### config.mk
export PLATFORM = sky130hd
export DESIGN_NAME = word_to_byte_serializer_flat
export DESIGN_NICKNAME = d
export VERILOG_FILES = /design/src/rtl/word_to_byte_serializer_pkg.sv /design/src/rtl/word_to_byte_serializer_if.sv /design/src/rtl/word_to_byte_serializer_byte_sel4.sv /design/src/rtl/word_to_byte_serializer.sv /design/src/flat_wrapper.sv
export SDC_FILE = /design/constraint.sdc
export NUM_CORES = 1
export LEC_CHECK = 0
export BUFFER_PORTS_ARGS = -buffer_cell sky130_fd_sc_hd__buf_2
export CAP_MARGIN = 10
export CORE_MARGIN = 4
export CORE_UTILIZATION = 50
export CTS_BUF_LIST = sky130_fd_sc_hd__clkbuf_4 sky130_fd_sc_hd__clkbuf_8 sky130_fd_sc_hd__clkbuf_16
export DETAILED_ROUTE_END_ITERATION = 10
export PLACE_DENSITY = 0.71
export SLEW_MARGIN = 20
export SYNTH_ARGS = -nofsm -noshare
export SYNTH_HDL_FRONTEND = slang
export SYNTH_HIERARCHICAL = 1
export SYNTH_SLANG_ARGS = --single-unit
### constraint.sdc
create_clock -name clk -period 2.1 [get_ports clk]
set_clock_uncertainty 0.15 [all_clocks]
set_input_delay 0.315 -clock clk [delete_from_list [all_inputs] [get_ports clk]]
set_output_delay 0.315 -clock clk [all_outputs]
set_load 0.02 [all_outputs]
### src/rtl/word_to_byte_serializer_pkg.sv
// Shared PHY constants for the word-to-byte serializer:
// idle symbol, bytes per word and FSM state encodings.
package word_to_byte_serializer_pkg;

  localparam int unsigned BYTES_PER_WORD = 4;
  localparam int unsigned WORD_W = 8 * BYTES_PER_WORD;
  localparam int unsigned IDX_W = $clog2(BYTES_PER_WORD);
  localparam logic [7:0] IDLE_SYM_DEF = 8'hBC;
  localparam logic [IDX_W-1:0] LAST_IDX = IDX_W'(BYTES_PER_WORD - 1);

  typedef enum logic {
    ST_IDLE = 1'b0,
    ST_SEND = 1'b1
  } ser_state_t;

endpackage

### src/rtl/word_to_byte_serializer_if.sv
// Handshake bundle: 32-bit word in (valid/ready), 8-bit byte out.
// master = upstream/downstream side, slave = serializer side.
interface word_to_byte_serializer_if;
  import word_to_byte_serializer_pkg::*;

  logic [WORD_W-1:0] in_data;
  logic              in_valid;
  logic              in_ready;
  logic [7:0]        out_data;
  logic              out_valid;

  modport master (
    output in_data,
    output in_valid,
    input  in_ready,
    input  out_data,
    input  out_valid
  );

  modport slave (
    input  in_data,
    input  in_valid,
    output in_ready,
    output out_data,
    output out_valid
  );
endinterface

### src/rtl/word_to_byte_serializer_byte_sel4.sv
// byte_sel4: combinational 32->8 mux, byte k = i_word[8k+7:8k].
// Ports: i_word (32), i_idx (2), o_byte (8).
module byte_sel4
  import word_to_byte_serializer_pkg::*;
(
  input  logic [WORD_W-1:0] i_word,
  input  logic [IDX_W-1:0]  i_idx,
  output logic [7:0]        o_byte
);

  always_comb begin
    o_byte = i_word[7:0];
    unique case (i_idx)
      2'd0: o_byte = i_word[7:0];
      2'd1: o_byte = i_word[15:8];
      2'd2: o_byte = i_word[23:16];
      2'd3: o_byte = i_word[31:24];
      default: o_byte = i_word[7:0];
    endcase
  end

endmodule

### src/rtl/word_to_byte_serializer.sv
// Serializes 32-bit words into bytes, byte0 first, one byte/cycle.
// Ports: clk, reset (sync, active-low), bus (slave modport).
module word_to_byte_serializer
  import word_to_byte_serializer_pkg::*;
#(
  parameter logic [7:0] IDLE_SYM = IDLE_SYM_DEF
) (
  input  logic clk,
  input  logic reset,
  word_to_byte_serializer_if.slave bus
);

  ser_state_t        r_state;
  logic [WORD_W-1:0] r_cur;
  logic [WORD_W-1:0] r_pend;
  logic              r_pend_valid;
  logic [IDX_W-1:0]  r_cnt;
  logic [7:0]        r_out_data;
  logic              r_out_valid;

  logic       w_ready;
  logic       w_accept;
  logic [7:0] w_byte;

  // Ready depends on registered state only, never on in_valid.
  assign w_ready  = ~r_pend_valid;
  assign w_accept = bus.in_valid & w_ready;

  assign bus.in_ready  = w_ready;
  assign bus.out_data  = r_out_data;
  assign bus.out_valid = r_out_valid;

  byte_sel4 u_sel (
    .i_word (r_cur),
    .i_idx  (r_cnt),
    .o_byte (w_byte)
  );

  always_ff @(posedge clk) begin
    if (!reset) begin
      r_state      <= ST_IDLE;
      r_cnt        <= '0;
      r_cur        <= '0;
      r_pend       <= '0;
      r_pend_valid <= 1'b0;
      r_out_data   <= IDLE_SYM;
      r_out_valid  <= 1'b0;
    end else begin
      unique case (r_state)
        ST_IDLE: begin
          r_out_data  <= IDLE_SYM;
          r_out_valid <= 1'b0;
          if (w_accept) begin
            r_cur   <= bus.in_data;
            r_cnt   <= '0;
            r_state <= ST_SEND;
          end
        end
        ST_SEND: begin
          r_out_data  <= w_byte;
          r_out_valid <= 1'b1;
          r_cnt       <= r_cnt + 2'd1;
          if (r_cnt == LAST_IDX) begin
            // Last byte out: reload from pend, else bypass, else idle.
            if (r_pend_valid) begin
              r_cur        <= r_pend;
              r_pend_valid <= 1'b0;
            end else if (w_accept) begin
              r_cur <= bus.in_data;
            end else begin
              r_state <= ST_IDLE;
            end
          end else if (w_accept) begin
            r_pend       <= bus.in_data;
            r_pend_valid <= 1'b1;
          end
        end
        default: begin
          r_state <= ST_IDLE;
        end
      endcase
    end
  end

endmodule

### src/flat_wrapper.sv
// flat-port wrapper written by rule: the top's interface ports become plain ports
module word_to_byte_serializer_flat import word_to_byte_serializer_pkg::*;
#(
  parameter logic [7:0] IDLE_SYM = IDLE_SYM_DEF
)
  (clk, reset, bus_in_data, bus_in_valid, bus_in_ready, bus_out_data, bus_out_valid);
  word_to_byte_serializer_if bus_i ();
  input  logic clk;
  input  logic reset;
  input wire logic [$bits(bus_i.in_data)-1:0] bus_in_data;
  input wire logic [$bits(bus_i.in_valid)-1:0] bus_in_valid;
  output wire logic [$bits(bus_i.in_ready)-1:0] bus_in_ready;
  output wire logic [$bits(bus_i.out_data)-1:0] bus_out_data;
  output wire logic [$bits(bus_i.out_valid)-1:0] bus_out_valid;
  assign bus_i.in_data = bus_in_data;
  assign bus_i.in_valid = bus_in_valid;
  assign bus_in_ready = bus_i.in_ready;
  assign bus_out_data = bus_i.out_data;
  assign bus_out_valid = bus_i.out_valid;
  word_to_byte_serializer #(.IDLE_SYM(IDLE_SYM)) u_core (.clk(clk), .reset(reset), .bus(bus_i));
endmodule
==> results_dict.tcl <==
set metrics [dict create \
    status "completed" \
    grt_pass1_wl_um 11100 \
    clk_pin_slew_ns 0.08 \
    rrSetupSlack_ns 0.33 \
    max_slew_margin_pct 75.6 \
    yosysTopAreaCell "dfxtp_1" \
    synth_area_sq_um 3290 \
    ys_warn_count 6 \
    rows 29 \
    min_period_over_period_pct 84.5 \
    h-tree-depth 3 \
    synth_top_area_share_pct 46.8 \
    clock-sinks 77 \
    grt_pass1_vias 2283 \
    hold_buffers 0 \
    gp_congestion 0.796 \
    first_pass_iters 4 \
    hold-path-endpoint "u_core/r_pend[14]" \
    whs_ns 0.0576 \
    synth_top_family_by_area "compound AO/OA/AOI/OAI gates" \
    fin_util_pct 59.7 \
    cp_max_fo 30 \
    numCtsBuffers 9 \
    multi_input_area_sq_um 1620 \
    postSynthCellCount 343 \
    syn_avg_cell_area_sq_um 9.59 \
    powerDensity_nw_per_um2 826 \
    ant_nets 0 \
    area_delta_synth_final_pct 15.9 \
    cts_resized 0 \
    core_sq_um 6390 \
    max_freq_mhz 564 \
    r2r_start "u_core/r_cnt[0]" \
    diodes 0 \
    portBuffers 44 \
    min_path_cells 3 \
    route.detailed.drc 0 \
    antenna_found_initial 0 \
    period_needed_ns 1.77 \
    drive_gt1_share_pct 23.6 \
    root_buffer "clkbuf_8" \
    ioPinCount 45 \
    fillers 578 \
    hold_violations 0 \
    critPathLaunchType "flip-flop" \
    clk_path_buf_depth 2 \
    fp.dieArea_sq_um 7940 \
    hpwl_um 4690 \
    synth_compound_area_share_pct 21.2 \
    worstMarginPinSlew_ns 0.366 \
    crit_type "flip-flop to flip-flop" \
    synth.distinct_cells 27 \
    grtUsageTotal_pct 18.4 \
    r2r_cells 5 \
    synth.area.top_cells "dfxtp_1 (47%), mux2i_1 (9.4%), nand2_1 (7.9%), o211ai_1 (7.1%), mux4_2 (5.5%)" \
    rr_endpoint "u_core/r_cur[13]" \
    seqCellArea_sq_um 1540 \
    synth_xor_xnor_area_share_pct 0 \
    p_leak_nw 1.65 \
    synth-seq-cells 77 \
    initial_core_util_pct 51.5 \
    die_y_um 89.1 \
    routed_wl_um 6880 \
    nets 417 \
    synthesis.nets 380 \
    report.final.slew_viol_count 0 \
    yosysSeqAreaShare_pct 46.8 \
    hp-class "primary input to flip-flop" \
    synthAdderAreaFrac_pct 0.760 \
    rsz0062_at_grt "no" \
    drt_iter0_drc 163 \
    cp_data_required_time_ns 2.22 \
    wl_per_cell_um 14.9 \
    cts_tree "done" \
    via_per_inst 5.46 \
    crit_path_end_kind "flip-flop" \
    drv_cap 0 \
    min_from "bus_in_data[14]" \
    tns_ns 0 \
    finalSetupViolations 0 \
    insertion_delay_ns 0.35 \
    postCtsSetupBuffers 0 \
    die_x_um 89.1 \
    grt_max_degree 34 \
    synthSimpleGateAreaFrac_pct 11.6 \
    grt-ovfl-total 0 \
    synth.mux.area_fraction_pct 14.9 \
    ir_worst_vdd_uv 424 \
    arrival_ns 1.90 \
    num_vias 2521 \
]
## per-layer routing
| metal | up-vias | part of all wire (%) | track usage (%) |
|---|---|---|---|
| li1 | 1282 | - | - |
| met1 | 1169 | 48 | 26.0 |
| met2 | 60 | 46 | 27.5 |
| met3 | 10 | 5.0 | 3.87 |
| met4 | 0 | 1.4 | 7.71 |
| met5 | - | 0 | 0 |
## stage by stage
| stage | area [sq um] | setup slack [ns] | instances | total power, mW |
|---|---|---|---|---|
| after floorplan | 3290 | 0.391 | 343 | 1.88 |
| after global placement | 3600 | 0.403 | 446 | 2.00 |
| after detailed placement | 3600 | 0.328 | 446 | 2.01 |
| after CTS | 3810 | 0.322 | 462 | 3.18 |
| after global routing | 3810 | 0.239 | 462 | 3.30 |
| final | 3810 | 0.326 | 462 | 3.15 |
## power by group
group / leakage, nW / switching (mW) / internal, mW
Sequential: 0.629 / 0.0501 / 1.55
Combinational: 0.910 / 0.207 / 0.168
Clock: 0.109 / 0.517 / 0.658
Total: 1.65 / 0.774 / 2.37
## flip-flops by register name, summed over array words and instances, names as in the netlist
name	flops
u_core/r_pend_valid	1
u_core/bus.out_valid	1
u_core/r_state	1
u_core/r_cur	32
u_core/r_pend	32
u_core/r_cnt	2
u_core/bus.out_data	8
## kinds of logic (layout without fill, tap and decap cells)
group	after synthesis	count (layout)
flops	77	77
simple gates	87	87
mux	39	39
compound gates	102	102
fa+ha+maj	2	2
buf+inv	36	78
## worst max-delay path, stage by stage, from the launching register on
cell     delay (ns)
dfxtp_1        0.34
ha_1           0.30
nor2b_2        0.11
or3b_1         0.38
buf_4          0.24
o21ai_1        0.18
## final cells by class
cell class / instances / share of cell area [%]
Sequential cell: 77 / 40.4
Tap cell: 77 / 2.53
Clock buffer: 13 / 4.53
Clock inverter: 3 / 1.12
Timing Repair Buffer: 59 / 8.73
Inverter: 3 / 0.295
Multi-Input combinational cell: 230 / 42.4
## worst max-delay path by stage
stage	slack (ns)	startpoint	cells after the start	to
after global routing	0.24	u_core/r_cnt[0]	5	u_core/r_cur[13]
final	0.33	u_core/r_cnt[0]	5	u_core/r_cur[13]
after floorplan	0.39	u_core/r_cnt[0]	6	u_core/r_cur[21]
after CTS	0.32	u_core/r_cnt[0]	5	u_core/r_cur[13]
after detailed placement	0.33	u_core/r_cnt[0]	5	u_core/r_cur[13]
after global placement	0.40	u_core/r_cnt[0]	5	u_core/r_cur[9]
## cells in the mapped netlist
cell and instances:
dfxtp_1 77, nand2_1 69, mux2i_1 31, o211ai_1 31, o21ai_1 30, clkbuf_1 23
a21boi_1 20, a21boi_0 16, buf_2 8, mux4_2 8, or2_2 5, and3_1 3
inv_1 3, ha_1 2, nand2b_1 2, nand3b_1 2, o211a_1 2, o32a_1 2
buf_6 1, clkbuf_2 1, nand3_1 1, nand4bb_1 1, nor2_1 1, nor2b_1 1
nor4bb_1 1, o21ai_0 1, or3b_1 1
## placed cells by master (no fill, tap or decap), types with 2 or more instances in the layout
master	synthesis	final
a21boi_0	16	16
a21boi_1	20	20
and3_1	3	3
buf_2	8	44
buf_4	0	15
clkbuf_8	0	12
dfxtp_1	77	77
ha_1	2	2
inv_1	3	3
mux2i_1	31	30
mux4_2	8	8
nand2_1	69	69
nand2b_1	2	2
nand3b_1	2	2
o211a_1	2	2
o211ai_1	31	31
o21ai_1	30	30
o32a_1	2	2
or2_2	5	5
(Power assumes the default switching activity.)
